==> config.mk <==
export PLATFORM = sky130hd
export DESIGN_NAME = i2c_overwrite_ctrl
export DESIGN_NICKNAME = d
export VERILOG_FILES = /design/src/rtl/i2c_pkg.sv /design/src/rtl/i2c_cond_detect.sv /design/src/rtl/i2c_overwrite_ctrl.sv
export SDC_FILE = /design/constraint.sdc
export NUM_CORES = 1
export LEC_CHECK = 0
export BUFFER_PORTS_ARGS = -buffer_cell sky130_fd_sc_hd__buf_4
export CORE_MARGIN = 4
export CORE_UTILIZATION = 52
export DETAILED_ROUTE_END_ITERATION = 12
export PLACE_DENSITY = 0.74
export SLEW_MARGIN = 40
export SYNTH_ARGS = -nofsm -noshare
export SYNTH_HDL_FRONTEND = slang
export SYNTH_SLANG_ARGS = --single-unit
==> constraint.sdc <==
create_clock -name clk -period 1.7 [get_ports clk]
set_input_delay 0 -clock clk [delete_from_list [all_inputs] [get_ports clk]]
set_output_delay 0 -clock clk [all_outputs]
set_load 0.02 [all_outputs]
==> src/rtl/i2c_pkg.sv <==
// Shared definitions for the I2C overwrite command decoder.
//   state_e      : framing FSM states
//   CMD_*        : bit positions inside an acknowledged command byte
package i2c_pkg;

    typedef enum logic [2:0] {
        IDLE      = 3'd0,
        ADDR      = 3'd1,
        ADDR_ACK  = 3'd2,
        DATA      = 3'd3,
        DATA_ACK  = 3'd4,
        WAIT_STOP = 3'd5
    } state_e;

    // byte[7]: 1 = timed override, 0 = persistent override
    localparam int CMD_HOLD_BIT = 7;
    // byte[1:0]: override enables for out_1/out_0
    localparam int CMD_OVR_LSB  = 0;
    localparam int CMD_OVR_MSB  = 1;

endpackage

==> src/rtl/i2c_cond_detect.sv <==
// I2C bus condition detector for passive bus monitors.
// Registers SDA/SCL once and compares the live inputs against the
// registered copies.
//   clk, nrst : clock, synchronous active-low reset
//   sda_i     : debounced SDA
//   scl_i     : debounced SCL
//   rise_o    : SCL rising edge (data sample point)
//   start_o   : SDA falling while SCL stays high
//   stop_o    : SDA rising while SCL stays high
module i2c_cond_detect (
    input  logic clk,
    input  logic nrst,
    input  logic sda_i,
    input  logic scl_i,
    output logic rise_o,
    output logic start_o,
    output logic stop_o
);

    logic sda_q;
    logic scl_q;

    // Idle bus level is high on both lines.
    always_ff @(posedge clk) begin
        if (!nrst) begin
            sda_q <= 1'b1;
            scl_q <= 1'b1;
        end else begin
            sda_q <= sda_i;
            scl_q <= scl_i;
        end
    end

    assign rise_o  = scl_i & ~scl_q;
    assign start_o = scl_i & scl_q & ~sda_i & sda_q;
    assign stop_o  = scl_i & scl_q & sda_i & ~sda_q;

endmodule

==> src/rtl/i2c_overwrite_ctrl.sv <==
// Passive I2C slave-side command decoder driving the output override
// enables. Frames START/address/data/ACK/STOP and applies every ACK'd
// write byte addressed to TARGET_ADDR. Never drives the bus.
//   clk, nrst  : clock, synchronous active-low reset
//   sda, scl   : debounced bus lines
//   ovr_en     : bit0 overrides out_0, bit1 overrides out_1
//   last_cmd   : last acknowledged data byte
//   frame_done : 1-cycle pulse on STOP after a matched, ACK'd write
//   err        : 1-cycle pulse on START/STOP inside a truncated byte
module i2c_overwrite_ctrl
    import i2c_pkg::*;
#(
    parameter logic [6:0] TARGET_ADDR = 7'h50,
    parameter int          HOLD_CYCLES = 1000
) (
    input  logic       clk,
    input  logic       nrst,
    input  logic       sda,
    input  logic       scl,
    output logic [1:0] ovr_en,
    output logic [7:0] last_cmd,
    output logic       frame_done,
    output logic       err
);

    localparam int            HW        = $clog2(HOLD_CYCLES + 1);
    localparam logic [HW-1:0] HOLD_LOAD = HW'(HOLD_CYCLES);

    logic          rise, start, stop;
    state_e        state_q, state_d;
    logic [3:0]    bit_cnt_q, bit_cnt_d;
    logic [7:0]    shift_q, shift_d;
    logic          wr_seen_q, wr_seen_d;
    logic [HW-1:0] hold_q, hold_d;
    logic [1:0]    ovr_q, ovr_d;
    logic [7:0]    last_q, last_d;
    logic          fd_q, fd_d;
    logic          err_q, err_d;
    logic          cmd_ack;

    i2c_cond_detect u_cond (
        .clk     (clk),
        .nrst    (nrst),
        .sda_i   (sda),
        .scl_i   (scl),
        .rise_o  (rise),
        .start_o (start),
        .stop_o  (stop)
    );

    // ---------------- FSM: state register ----------------
    always_ff @(posedge clk) begin
        if (!nrst) state_q <= IDLE;
        else       state_q <= state_d;
    end

    // ---------------- FSM: next state ----------------
    always_comb begin
        state_d = state_q;
        if (start) begin
            state_d = ADDR;
        end else if (stop) begin
            state_d = IDLE;
        end else if (rise) begin
            case (state_q)
                ADDR:     if (bit_cnt_q == 4'd7) state_d = ADDR_ACK;
                ADDR_ACK: state_d = (!sda && shift_q[7:1] == TARGET_ADDR && !shift_q[0])
                                    ? DATA : WAIT_STOP;
                DATA:     if (bit_cnt_q == 4'd7) state_d = DATA_ACK;
                DATA_ACK: state_d = sda ? WAIT_STOP : DATA;
                default:  state_d = state_q;
            endcase
        end
    end

    // ---------------- FSM: outputs / datapath control ----------------
    always_comb begin
        bit_cnt_d = bit_cnt_q;
        shift_d   = shift_q;
        wr_seen_d = wr_seen_q;
        cmd_ack   = 1'b0;
        err_d     = (start | stop) & (state_q == ADDR || state_q == DATA) &
                    (bit_cnt_q != 4'd0);
        fd_d      = stop & wr_seen_q;
        if (start || stop) begin
            bit_cnt_d = 4'd0;
            if (stop) wr_seen_d = 1'b0;
        end else if (rise) begin
            case (state_q)
                ADDR, DATA: begin
                    shift_d   = {shift_q[6:0], sda};
                    bit_cnt_d = bit_cnt_q + 4'd1;
                end
                DATA_ACK: begin
                    bit_cnt_d = 4'd0;
                    // A data byte is only reachable after a matched write address.
                    if (!sda) begin
                        cmd_ack   = 1'b1;
                        wr_seen_d = 1'b1;
                    end
                end
                default: bit_cnt_d = 4'd0;
            endcase
        end
    end

    // Command application and hold timer; a new command wins over expiry.
    always_comb begin
        hold_d = hold_q;
        ovr_d  = ovr_q;
        last_d = last_q;
        if (cmd_ack) begin
            last_d = shift_q;
            ovr_d  = shift_q[CMD_OVR_MSB:CMD_OVR_LSB];
            hold_d = shift_q[CMD_HOLD_BIT] ? HOLD_LOAD : '0;
        end else if (hold_q != '0) begin
            hold_d = hold_q - HW'(1);
            if (hold_q == HW'(1)) ovr_d = 2'b00;
        end
    end

    always_ff @(posedge clk) begin
        if (!nrst) begin
            bit_cnt_q <= 4'd0;
            shift_q   <= 8'd0;
            wr_seen_q <= 1'b0;
            hold_q    <= '0;
            ovr_q     <= 2'b00;
            last_q    <= 8'd0;
            fd_q      <= 1'b0;
            err_q     <= 1'b0;
        end else begin
            bit_cnt_q <= bit_cnt_d;
            shift_q   <= shift_d;
            wr_seen_q <= wr_seen_d;
            hold_q    <= hold_d;
            ovr_q     <= ovr_d;
            last_q    <= last_d;
            fd_q      <= fd_d;
            err_q     <= err_d;
        end
    end

    assign ovr_en     = ovr_q;
    assign last_cmd   = last_q;
    assign frame_done = fd_q;
    assign err        = err_q;

endmodule

==> results of run 1 <==
## synthesized netlist by cell type (2+ instances only)
cell and number:
a21boi_0 9, a21boi_1 10, a21oi_1 8, a32o_1 2
buf_2 3, buf_6 2, clkbuf_1 5, dfxtp_1 40
ha_1 4, inv_1 6, nand2_1 42, nand2b_1 5
nand3_1 5, nand3b_1 4, nand4_1 3, nor2_1 13
nor3_1 5, nor4_1 4, o211a_1 2, o21a_1 2
o21ai_0 10, or3b_1 2, xnor2_1 3, xor2_1 2
## cells in the final DEF (no fill, tap or decap), drive strengths merged, types with 2 or more instances in the layout
master       netlist  final
nand4              3      3
dfxtp             40     40
o211a              2      2
a21oi              8      8
nand3              5      5
o21a               2      2
xnor2              3      3
a21boi            19     19
o211ai             2      2
inv                6      6
or3b               2      2
nand2             42     42
a32o               2      2
nor4               4      4
buf                5     33
nand2b             5      5
clkbuf             5      5
nand3b             4      4
dlygate4sd3        0      3
xor2               2      2
ha                 4      4
nor3               6      6
o21ai             10     10
o31ai              2      2
nor2              13     13
## cell type report
type | count | share of cell area (%)
timing repair buffer | 36 | 12.6
clock buffer | 5 | 1.69
inverter | 6 | 1.01
tap | 46 | 2.59
sequential | 40 | 36.3
multi-input combinational | 156 | 45.3
clock inverter | 2 | 0.564
## flip-flops by register name, summed over array words and instances, names as in the netlist
signal and flops:
hold_q 10, last_cmd 8, shift_q 8, bit_cnt_q 4, state_q 3, ovr_en 2, err 1, frame_done 1
u_cond.scl_q 1, u_cond.sda_q 1, wr_seen_q 1
## timing repair
item	CTS	global route
setup endpoints to repair	8	16
gates resized for setup	4	5
pin swaps	1	1
endpoints found under the hold margin	4	0
cloned	1	0
buffers inserted	1	1
hold buffers	3	0
## kinds of logic (layout without fill, tap and decap cells)
group,after synthesis,after routing
compound gates,54,54
buf+inv,16,49
xor+xnor,5,5
fa+ha+maj,4,4
flops,40,40
simple gates,93,93
## report_power, final
group | leakage [nW] | internal [W] | switching [W]
sequential | 0.326 | 0.00106 | 0.0000989
combinational | 0.509 | 0.000608 | 0.000548
clock | 0.0271 | 0.000151 | 0.000297
total | 0.861 | 0.00182 | 0.000944
## critical path, stage by stage (launching register included)
cell and delay (ns):
dfxtp_2 0.34, inv_2 0.07, ha_4 0.13, or3b_4 0.37, or3b_4 0.39, buf_6 0.15, a211oi_2 0.19
## stage by stage
stage	utilization [%]	hold WS (ns)	TNS (ns)	worst slack, ns	power [W]
after floorplan	-	0.101	-0.705	-0.0941	0.00192
after global placement	62.3	0.244	0	0.00397	0.00211
after detailed placement	62.3	0.253	-0.164	-0.0514	0.00216
after CTS	65.3	0.0264	0	0.00401	0.00269
after global routing	66.0	0.0464	-0.299	-0.0639	0.00294
final	66.0	0.0381	0	0.00774	0.00276
## worst paths after layout
| kind | cells past startpoint | end | slack (ns) |
|---|---|---|---|
| max | 6 | hold_q[1] | 0.008 |
| min | 2 | u_cond.sda_q | 0.04 |
| max reg2reg | 6 | hold_q[1] | 0.008 |
| min reg2reg | 2 | frame_done | 0.45 |
## layer usage
metal  vias up  global-route usage [%]  part of all wire [%]  routed length [um]
met3         9                    5.99                   3.7                 145
met5         -                       0                     0                   0
met1       751                    23.4                    42                1660
li1        812                       -                     -                   -
met2        27                    34.1                    52                2050
met4         0                    5.82                   1.6                  61
==> flow_summary.toml, run 1 <==
[detailed_routing]
wl_per_cell_um = 13.5
drt_first_pass_iters = 4
vias = 1599
drt_drc_violations_left = 0
totalWireLength_um = 3920
drt_iter0_markers = 63
drtAntennaViolNets = 0
via_per_inst = 5.49

[run]
max_cap_viol_count = 0

[floorplanning]
die_h_um = 67.5
ioPinCount = 16
die_area_um2 = 4550
coreArea_um2 = 3360
rows = 21
fp.dieW_um = 67.5
initial_utilization_pct = 54.7

[synthesis]
synth_top_area_share_pct = 43.5
postSynth.asyncResetShare_pct = 0
ys.flop_type = "dfxtp_1"
netlist_instances = 212
synth_area_leaders = "dfxtp_1 (44%), nand2_1 (8.6%), a21boi_1 (4.1%)"
avgSynthCellArea_um2 = 8.68
synth-xor-area-share_pct = 2.38
synth_top_family_by_area = "simple AND/OR/NAND/NOR gates"
syn-num-nets = 220
synth.largest_area_cell = "dfxtp_1"
synthAdderAreaFrac_pct = 2.72
ys_warn_count = 0
ys_ff_latch = 40
synth_area_um2 = 1840
synth_compound_area_share_pct = 21.5
synth_edf_count = 0
muxShareOfSynthArea_pct = 0
synth-simple-area-share_pct = 25.6
ys_seq_area_share_pct = 43.5
synthDistinctLibCells = 45

[clock_tree]
numClockSinks = 40
clk_latency_ns = 0.34
cts.clk_slew.worst_paths_ns = 0.11
cts_inserted_buffers = 5
clockBufferDepth = 2
cts_root_buffer = "clkbuf_4"
cts_tree = "done"
htree_levels = 2

[min_path]
hold_start = "nrst"
hp-class = "input pin to flop"

[setup_path]
cp_data_required_time_ns = 1.96
worstPathMaxFanout = 5
startpoint_type = "flop"
worstSetupEndpointType = "flop"
critical_path_class = "flop to flop"
crit_start = "hold_q[1]"
cp.arrival_ns = 1.95
reg2reg_from = "hold_q[1]"

[global_routing]
antenna_found_initial = 0
grt_pass1_vias = 1566
grt_use_total_pct = 19.8
grt_start_max_net_pins = 32
overflow = 0
grt_pass1_wl_um = 6900

[finish]
n_antenna_cell = 0
multi_input_area_um2 = 1000
layout.cells.non_filler = 291
fin_area_um2 = 2220
drive_above_1_share_pct = 23.7
fill_cells = 313
syn_to_final_growth_pct = 20.7
seqCellArea_um2 = 806
nets = 253

[place]
post_dp_cell_area_um2 = 2100
port_buffers = 15
dp_hpwl_um = 2830
gp_congestion = 0.837
post-place-cells = 278

[sta]
hold_viol_final = 0
rsz0062_at_grt = "yes"
finalMaxSlewViolations = 0
slew_headroom_pct = 62.4
worst_clock_skew_ns = 0.00844
fin_crit_sh_pct = 99.5
fmax_ghz = 0.591
worst_slew_pin_slew_ns = 0.558
setup_viol = 0
period_needed_ns = 1.69

[power]
leakage_nw = 0.861
power.density_nw_per_um2 = 1240
peakVddDrop_uv = 554

[status]
status = "completed"
(Power assumes the default switching activity.)
==> run 2, diff against run 1 <==
Settings changed: BUFFER_PORTS_ARGS -buffer_cell sky130_fd_sc_hd__buf_4 to -buffer_cell sky130_fd_sc_hd__buf_2.
==> flow_summary.toml, run 2 (same netlist as run 1, synthesis figures left out) <==
[status]
status = "completed"

[sta]
period_needed_ns = 1.69
fmax_ghz = 0.590
fin_crit_sh_pct = 99.7
slew_headroom_pct = 67.4
finalMaxSlewViolations = 0
finalSetupTns_ns = 0
whs_ns = 0.0354
worst_clock_skew_ns = 0.0118
rsz0062_at_grt = "yes"
setup_viol = 0
hold_viol_final = 0
worst_slew_pin_slew_ns = 0.484

[clock_tree]
clockBufferDepth = 2
clk_latency_ns = 0.35
cts_tree = "done"
cts.clk_slew.worst_paths_ns = 0.12
cts_root_buffer = "clkbuf_4"
cts_inserted_buffers = 5
htree_levels = 2
numClockSinks = 40

[floorplanning]
coreArea_um2 = 3360
rows = 21
die_area_um2 = 4550
initial_utilization_pct = 54.7
fp.dieW_um = 67.5
die_h_um = 67.5
ioPinCount = 16

[setup_path]
worstSetupEndpointType = "flop"
worstRegToRegCells = 7
startpoint_type = "flop"
crit_family = "simple AND/OR/NAND/NOR gates"
cp.arrival_ns = 1.94
worstPathMaxFanout = 3
cp_data_required_time_ns = 1.95
path_depth = 7
critical_path_class = "flop to flop"
slowest_stage = "or3b_4"
max_stage_delay_ns = 0.39
path_cells = "inv_2 > ha_4 > or3b_1 > or3b_4 > buf_4 > nand3_2 > o21ai_0"
cp.buffers_inverters = 2

[detailed_routing]
drt_iter0_markers = 61
vias = 1571
drtAntennaViolNets = 0
wl_per_cell_um = 12.7
drt_drc_violations_left = 0
via_per_inst = 5.38
drt_first_pass_iters = 4
totalWireLength_um = 3720

[finish]
top_register = "hold_q"
n_antenna_cell = 0
largest_register_ffs = 10
mostFrequentLayoutCells = "nand2_1 (42), dfxtp_1 (38), buf_4 (18)"
fill_cells = 291
layout_commonest_cell = "nand2_1"
layout.cells.non_filler = 292
nets = 254
utilization_pct = 66.2
drive_above_1_share_pct = 23.2
syn_to_final_growth_pct = 21.0

[power]
power.density_nw_per_um2 = 1320
leakage_nw = 0.885
peakVddDrop_uv = 1000

[min_path]
holdPathStages = 3
hp-class = "input pin to flop"

[place]
dp_hpwl_um = 2730
port_buffers = 15
gp_congestion = 0.830
post-place-cells = 282

[global_routing]
grt_pass1_vias = 1439
antenna_found_initial = 0
grt_use_total_pct = 18.3
overflow = 0
grt_start_max_net_pins = 19
grt_pass1_wl_um = 6260

[run]
max_cap_viol_count = 0
==> run 2: cell count changes in the layout (fill, tap and decap cells not counted), sizes merged <==
cell and delta:
buf +1, bufinv +1, clkbuf +1, clkinv -1, clkinvlp -1
==> run 2: worst min-delay path, cell delays in order <==
cell     delay [ns]
buf_2          0.21
nand2_1        0.10
nor2_1         0.03
==> run 2: power by group <==
part | switching [W] | internal, W | total, W
combinational | 0.000526 | 0.000576 | 0.00110
clock | 0.000305 | 0.000391 | 0.000696
sequential | 0.0000724 | 0.00106 | 0.00113
total | 0.000903 | 0.00203 | 0.00293
==> run 2: worst paths after layout <==
path              slack (ns)  startpoint         end
setup / recovery       0.005   hold_q[1]   hold_q[8]
hold / removal          0.04        nrst  frame_done
setup reg to reg       0.005   hold_q[1]   hold_q[8]
hold reg to reg         0.44   wr_seen_q  frame_done
==> run 2: through the flow <==
stage	total power (W)	cell area [um^2]	setup slack, ns
floorplan	0.00192	1880	-0.0941
global placement	0.00219	2090	-0.0119
detailed placement	0.00221	2090	-0.0369
CTS	0.00295	2220	-0.00700
global route	0.00312	2230	-0.0676
finish	0.00293	2230	0.00502
==> run 2: timing repair <==
item / 4_1_cts / 5_1_grt
resized for setup: 3 / 2
setup endpoints to repair: 7 / 16
cloned: 0 / 0
hold endpoints to repair: 2 / 0
pin swaps: 2 / 0
hold buffers: 3 / 0
buffers inserted: 0 / 0
==> run 2: area by class of cell <==
type | count | area, um^2 | share of cell area [%]
multi-input combinational | 156 | 996 | 44.7
tap | 46 | 57.6 | 2.59
timing repair buffer | 37 | 251 | 11.3
clock inverter | 1 | 30.0 | 1.35
inverter | 6 | 22.5 | 1.01
sequential | 40 | 806 | 36.2
clock buffer | 6 | 62.6 | 2.81
==> run 2: routing by layer <==
layer	GRT usage (%)	wire length (um)	vias to the layer above
met2	31.6	1870	19
met4	6.84	59	0
met1	21.3	1680	733
li1	-	-	813
met3	4.99	104	6
met5	0	0	-
